<file path="config.mk">
export PLATFORM = sky130hd
export DESIGN_NAME = apb_requester
export DESIGN_NICKNAME = d
export VERILOG_FILES = /design/src/rtl/apb_requester.sv
export SDC_FILE = /design/constraint.sdc
export NUM_CORES = 1
export LEC_CHECK = 0
export CAP_MARGIN = 20
export CORE_MARGIN = 5
export CORE_UTILIZATION = 25
export CTS_CLUSTER_SIZE = 25
export DETAILED_ROUTE_END_ITERATION = 7
export PLACE_DENSITY_LB_ADDON = 0.05
export REMOVE_ABC_BUFFERS = 1
export SLEW_MARGIN = 40
export SYNTH_ARGS = -nofsm -noshare
export SYNTH_HDL_FRONTEND = slang
export SYNTH_SLANG_ARGS = --single-unit
</file>
<file path="constraint.sdc">
create_clock -name PCLK -period 2.09 [get_ports PCLK]
set_input_delay 0.3135 -clock PCLK [delete_from_list [all_inputs] [get_ports PCLK]]
set_output_delay 0.3135 -clock PCLK [all_outputs]
set_load 0.05 [all_outputs]
</file>
<file path="src/rtl/apb_requester.sv">
// APB3 requester: one command per SETUP/ACCESS pair, response pulses the cycle after PREADY (3 cycles min).
// No response backpressure; cmd_ready is high only while idle, and stalled transfers abort after TIMEOUT waits.
module apb_requester #(
  parameter int ADDR_W  = 4,
  parameter int DATA_W  = 32,
  parameter int TIMEOUT = 16
) (
  input  logic              PCLK,
  input  logic              PRESETn,
  input  logic              cmd_valid,
  output logic              cmd_ready,
  input  logic              cmd_write,
  input  logic [ADDR_W-1:0] cmd_addr,
  input  logic [DATA_W-1:0] cmd_wdata,
  output logic              rsp_valid,
  output logic [DATA_W-1:0] rsp_rdata,
  output logic              rsp_err,
  output logic              rsp_timeout,
  output logic              PSEL,
  output logic              PENABLE,
  output logic              PWRITE,
  output logic [ADDR_W-1:0] PADDR,
  output logic [DATA_W-1:0] PWDATA,
  input  logic [DATA_W-1:0] PRDATA,
  input  logic              PREADY,
  input  logic              PSLVERR
);

  typedef enum logic [1:0] {IDLE, SETUP, ACCESS} state_t;

  localparam logic [7:0] WAIT_LIMIT = 8'(TIMEOUT - 1);

  state_t              state_q, state_d;
  logic [7:0]          wait_cnt_q, wait_cnt_d;
  logic                cmd_ready_q, cmd_ready_d;
  logic                psel_q, psel_d;
  logic                penable_q, penable_d;
  logic                pwrite_q, pwrite_d;
  logic [ADDR_W-1:0]   paddr_q, paddr_d;
  logic [DATA_W-1:0]   pwdata_q, pwdata_d;
  logic                rsp_valid_q, rsp_valid_d;
  logic [DATA_W-1:0]   rsp_rdata_q, rsp_rdata_d;
  logic                rsp_err_q, rsp_err_d;
  logic                rsp_timeout_q, rsp_timeout_d;

  always_comb begin
    state_d       = state_q;
    wait_cnt_d    = wait_cnt_q;
    cmd_ready_d   = cmd_ready_q;
    psel_d        = psel_q;
    penable_d     = penable_q;
    pwrite_d      = pwrite_q;
    paddr_d       = paddr_q;
    pwdata_d      = pwdata_q;
    rsp_valid_d   = 1'b0;
    rsp_rdata_d   = rsp_rdata_q;
    rsp_err_d     = rsp_err_q;
    rsp_timeout_d = rsp_timeout_q;

    case (state_q)
      IDLE: begin
        if (cmd_valid) begin
          pwrite_d    = cmd_write;
          paddr_d     = cmd_addr;
          pwdata_d    = cmd_wdata;
          cmd_ready_d = 1'b0;
          psel_d      = 1'b1;
          state_d     = SETUP;
        end
      end
      SETUP: begin
        penable_d  = 1'b1;
        wait_cnt_d = 8'd0;
        state_d    = ACCESS;
      end
      ACCESS: begin
        // A ready slave on the limit cycle still completes normally.
        if (PREADY || (wait_cnt_q == WAIT_LIMIT)) begin
          rsp_valid_d   = 1'b1;
          rsp_rdata_d   = (PREADY && !pwrite_q) ? PRDATA : '0;
          rsp_err_d     = PREADY ? PSLVERR : 1'b1;
          rsp_timeout_d = !PREADY;
          psel_d        = 1'b0;
          penable_d     = 1'b0;
          cmd_ready_d   = 1'b1;
          state_d       = IDLE;
        end else if (wait_cnt_q != 8'hFF) begin
          wait_cnt_d = wait_cnt_q + 8'd1;
        end
      end
      default: begin
        psel_d      = 1'b0;
        penable_d   = 1'b0;
        cmd_ready_d = 1'b1;
        state_d     = IDLE;
      end
    endcase
  end

  always_ff @(posedge PCLK or negedge PRESETn) begin
    if (!PRESETn) begin
      state_q       <= IDLE;
      wait_cnt_q    <= 8'd0;
      cmd_ready_q   <= 1'b1;
      psel_q        <= 1'b0;
      penable_q     <= 1'b0;
      pwrite_q      <= 1'b0;
      paddr_q       <= '0;
      pwdata_q      <= '0;
      rsp_valid_q   <= 1'b0;
      rsp_rdata_q   <= '0;
      rsp_err_q     <= 1'b0;
      rsp_timeout_q <= 1'b0;
    end else begin
      state_q       <= state_d;
      wait_cnt_q    <= wait_cnt_d;
      cmd_ready_q   <= cmd_ready_d;
      psel_q        <= psel_d;
      penable_q     <= penable_d;
      pwrite_q      <= pwrite_d;
      paddr_q       <= paddr_d;
      pwdata_q      <= pwdata_d;
      rsp_valid_q   <= rsp_valid_d;
      rsp_rdata_q   <= rsp_rdata_d;
      rsp_err_q     <= rsp_err_d;
      rsp_timeout_q <= rsp_timeout_d;
    end
  end

  assign cmd_ready   = cmd_ready_q;
  assign PSEL        = psel_q;
  assign PENABLE     = penable_q;
  assign PWRITE      = pwrite_q;
  assign PADDR       = paddr_q;
  assign PWDATA      = pwdata_q;
  assign rsp_valid   = rsp_valid_q;
  assign rsp_rdata   = rsp_rdata_q;
  assign rsp_err     = rsp_err_q;
  assign rsp_timeout = rsp_timeout_q;

endmodule
</file>
=== Word level (Yosys, flattened, before mapping) ===
Cells that the tools add are included.

* Bits in registers: 85
* Input port bits: 74
* Output and inout bits: 75

* Reductions and logical operators: 12
* Equal/unequal tests: 8
* Bitwise logic cells: 2
* Multiplexer cells: 17
* Add/sub/neg operators: 1

{| class="wikitable"
|+ Operators with widths
! cell !! count
|-
| 2-to-1 mux 32 bit || 1
|-
| 2-to-1 mux 8 bit || 2
|-
| one-hot mux 8 bit (2 select lines) || 1
|-
| one-hot mux 1 bit (3 select lines) || 3
|-
| adder 8 x 1 -> 8 bit, second input constant || 1
|-
| == test 8 x 4 -> 1 bit, second input constant || 1
|-
| != test 2 bit, second input constant || 4
|-
| != test 8 bit, second input constant || 1
|-
| AND reduction 2 bit || 4
|-
| 2-to-1 mux 1 bit || 7
|-
| one-hot mux 2 bit (3 select lines) || 1
|-
| AND reduction 3 bit || 2
|-
| 2-to-1 mux 2 bit || 2
|-
| == test 2 x 1 -> 1 bit, second input constant || 1
|-
| == test 2 bit, second input constant || 1
|-
| zero test 1 bit || 2
|-
| zero test 2 bit || 1
|-
| inverter 1 bit || 2
|-
| nonzero test 2 bit || 1
|-
| logical AND 1 bit || 1
|-
| logical OR 1 bit || 1
|}

=== Logic depth before layout (Yosys ltp) ===
* Depth after elaboration: 4
* Mapped depth: 8

=== Least setup slack after synthesis ===
No wires, ideal clock.

* Kind: register -> register
* Start point: reg wait_cnt_q[0]
* End point: reg rsp_err_q (netlist: rsp_err)
* Data arrival time: 1471 ps
* Cell stages (with the launch flop): 8
* Setup time: 121 ps
* Slack: 498 ps
* Buffers on the path: 1
* Required time: 1969 ps
* Cell sequence: dfrtp_1 > ha_1 > and3_1 > buf_6 > a21oi_2 > nand2b_4 > inv_1 > o22a_1

* Word-level cells in the longest chain between the ends: 3

{| class="wikitable"
|+ RTL lines
! what !! RTL line !! source
|-
| from (decl) || 34 || <nowiki>logic [7:0] wait_cnt_q, wait_cnt_d;</nowiki>
|-
| from (signal assigned) || 116 || <nowiki>wait_cnt_q <= wait_cnt_d;</nowiki>
|-
| == test 8 x 4 -> 1 bit || 78 || <nowiki>if (PREADY || (wait_cnt_q == WAIT_LIMIT)) begin</nowiki>
|-
| logical OR 1 bit || 78 ||
|-
| AND reduction 2 bit (no source line) || - ||
|-
| to (signal assigned) || 125 || <nowiki>rsp_err_q <= rsp_err_d;</nowiki>
|-
| to (decl) || 43 || <nowiki>logic rsp_err_q, rsp_err_d;</nowiki>
|}

Every way passes these cells.
A chain may end at the register's enable or synchronous reset.

=== Worst setup path in the final report ===
* Start point: reg cmd_ready_q (netlist: cmd_ready)
* End point: out cmd_ready

{| class="wikitable"
|+ RTL lines
! what !! RTL line !! source
|-
| from (decl) || 35 || <nowiki>logic cmd_ready_q, cmd_ready_d;</nowiki>
|-
| from (signal assigned) || 117 || <nowiki>cmd_ready_q <= cmd_ready_d;</nowiki>
|-
| to (decl) || 11 || <nowiki>output logic cmd_ready,</nowiki>
|}

No word-level cell between the ends.

==> key figures <==
Status
  – Status: completed

Place
  – Dpl hpwl: 7808 um
  – IO Port Bufs: 148
  – Final RePlAce weighted congestion: about 0.77

Clock tree
  – H-tree depth: 3
  – Total CTS buffers: 9
  – Clock sinks: 85
  – Hold_buf cts: 1
  – Post-CTS Resized: 0
  – Worst-path clk slew: 0.06 ns
  – Post-CTS Setup Bufs: 0
  – Worst skew pair latency: 0.34 ns
  – CTS max path bufs: 2
  – CTS tree: done
  – Clk root buf: clkbuf_16

Yosys
  – Syn Inst Count: 317
  – Avg Cell Area, Syn: 11.60 um^2
  – Largest family of logic cells by synthesized area: compound AO/OA/AOI/OAI gates
  – Xor/xnor share of the synthesized area: 0%
  – Synth top area share: 57.14%
  – Simple-Gate Fraction of Synth Area: 11.22%
  – Seq cells post-synth: between 80 and 90
  – Post-synth EDFFs: 0
  – Ys Warns: 0
  – Top_reg_cell synth: dfrtp_1
  – Cell taking the most area after synthesis: dfrtp_1
  – Seq/Total Area, Yosys: 57.86%
  – Mux cell area share after synthesis: 11.33%
  – Compound-Gate Fraction of Synth Area: 13.50%
  – Library cells used by synthesis: 43
  – Top cells by count, synth: dfrtp_1, nand2_1, o21ai_1
  – Dominant cells by area after synthesis: dfrtp_1, mux2_2, o21ai_1
  – Post-synth ARST share: 100.0%
  – Mapped cell area: ~3700 um^2
  – Count leader, synth: dfrtp_1
  – Synth Area in Adders: 0.3401%

STA
  – Max Slew Vio Count: 0
  – Setup TNS: 0 ns
  – Max Clk Rate: 0.5006 GHz
  – Final Skew: 0.005219 ns
  – Worst slew pin tran: 0.5509 ns
  – Final hold viol count: 0
  – Final Setup Violations: 0
  – Final Critical Period: 1.997 ns
  – Slew headroom: 63.16%
  – Period utilization: ~96%
  – RSZ-0062 raised after global routing: no

Die
  – Top Ports: 149
  – Starting Density: 25.41%
  – Die footprint: 17,240 um^2
  – Row cnt: 44
  – Die width: around 130 um
  – Core ar.: 14,480 um^2
  – Die Ht: roughly 130 um

Route
  – Vias post-DR: 2,960
  – DRT Pass-1 Iters: 4
  – Antenna viol nets, final: 0
  – Drt drc: 0
  – DR iter-0 viols: 154
  – Wire per inst: 16.52 um
  – Post-Route WL: 10,830 um
  – Vias per inst: 4.512

Worst hold path
  – Worst hold path type: in2async

Final layout
  – # fillers: approximately 1,500
  – Fraction of layout cells with a size suffix above 1: 15.89%
  – Footprint of the multi-input gates: roughly 1300 um^2
  – Final design utilization: around two fifths
  – # nets final: 542
  – Reg area: roughly 2100 um^2
  – Area grow syn2layout: 53.91%
  – Antenna cell count: 0

Critical path
  – Critical path depth: 1
  – Reg-to-reg endpoint: rsp_rdata[31]$_DFFE_PN0P_
  – Worst Setup Start Kind: flop
  – Crit path buf inv count: 1
  – Critical-path top delay cell: clkdlybuf4s50_1
  – Crit-path max cell delay: around 0.8 ns
  – R2r setup slk: around 0.25 ns
  – CP Data Required Time: between 1.5 and 2 ns
  – Delay-heaviest family, CP: buffers and inverters
  – CP Class: reg2out
  – CP endpoint kind: output port
  – Crit path DAT: 1.68 ns
  – Max FO, Critical Path: 3
  – Cells along the critical path: clkdlybuf4s50_1
  – R2R Path Start: wait_cnt_q[0]$_DFFE_PN0P_
  – Reg2Reg Depth: 6

GRT
  – First-pass GRT wire length: 17,820 um
  – Largest net degree at the start of global routing: 33
  – Remaining global-route overflow: 0
  – GR Util All Layers: 12.89%
  – Vias in the first global route: 3,178
  – Initial antenna violation count: 0

Run
  – Max-Cap Viols: 0

Power and ir drop
  – Max IR drop VDD: 0.7512 mV
  – PwrDens: 1806 nW/um^2
  – Final Power: between 10 and 15 mW
  – Leak pwr: 2.322 nW
[registers in the layout (all words and copies together), names as in the netlist]
register,count
rsp_err,1
state_q,2
cmd_ready,1
rsp_timeout,1
wait_cnt_q,8
PADDR,4
PWDATA,32
PWRITE,1
rsp_rdata,32
rsp_valid,1
PENABLE,1
PSEL,1
[how the worst max path moves through the flow]
stage	start	endpoint	slack, ns
2_1_floorplan	state_q[0]$_DFFE_PN0P_	PADDR[0]$_DFFE_PN0P_	-0.70
3_3_place_gp	wait_cnt_q[0]$_DFFE_PN0P_	rsp_err$_DFFE_PN0P_	0.29
3_5_place_dp	wait_cnt_q[0]$_DFFE_PN0P_	rsp_rdata[31]$_DFFE_PN0P_	0.24
4_1_cts	cmd_ready$_DFFE_PN1P_	cmd_ready	0.07
5_1_grt	cmd_ready$_DFFE_PN1P_	cmd_ready	0.05
6_report	cmd_ready$_DFFE_PN1P_	cmd_ready	0.09
[power breakdown]
group	switching [mW]	total [mW]	leakage, nW	internal (mW)
logic	3.74	5.77	1.10	2.03
registers	0.408	2.82	1.07	2.41
clock network	0.649	1.64	0.149	0.988
total	4.80	10.2	2.32	5.43
[cell type report]
class                      instances  share of cell area [%]
clock inverter                     4                  0.8398
sequential                        85                   37.59
clock buffer                      12                   4.530
tap                              184                   4.066
timing repair buffer             164                   28.95
inverter                           3                  0.1989
multi-input combinational        204                   23.82
[cells by family after synthesis]
group / Yosys count
AND/OR/NAND/NOR: 79
buffers and inverters: 28
flip-flops: 85
multiplexers: 37
AO/OA/AOI/OAI: 87
adder cells (fa/ha/maj): 1
[layer usage]
layer	vias up	GRT usage (%)	part of all wire, %
met4	0	3.771	1.4
li1	1410	-	-
met1	1466	15.35	42
met3	8	4.817	5.9
met2	76	21.78	51
met5	-	0	0
[through the flow]
step | instances | setup WS, ns | area (um^2) | hold WS, ns
2_1_floorplan | 292 | -0.6967 | 3478 | 0.01791
3_3_place_gp | 639 | 0.2895 | 5348 | 0.2766
3_5_place_dp | 639 | 0.2384 | 5348 | 0.2752
4_1_cts | 656 | 0.07097 | 5662 | 0.4620
5_1_grt | 656 | 0.04673 | 5662 | 0.4792
6_report | 656 | 0.09259 | 5662 | 0.4509
[cell usage in the layout, fill, tap and decap left out, types with 2 or more instances in the layout]
cell	Yosys	layout
nand2b_4	2	2
nor4_1	3	3
inv_1	3	3
o22ai_1	2	2
a22o_1	2	2
dfrtp_1	84	84
nand4_1	2	2
o21ai_1	36	36
a21oi_1	2	2
o21a_1	2	2
a21o_1	3	3
nand2_1	42	42
buf_12	0	3
clkbuf_16	0	9
clkdlybuf4s50_1	0	147
buf_4	2	13
nor3_1	3	3
nand3_1	5	5
nor2_1	7	6
clkinv_2	0	2
nand2b_1	3	3
a21oi_2	2	2
mux2_1	7	7
and3_1	2	2
clkbuf_8	0	2
nor2b_1	3	2
mux2_2	30	30
o21ai_0	30	30
(Power assumes the default switching activity.)
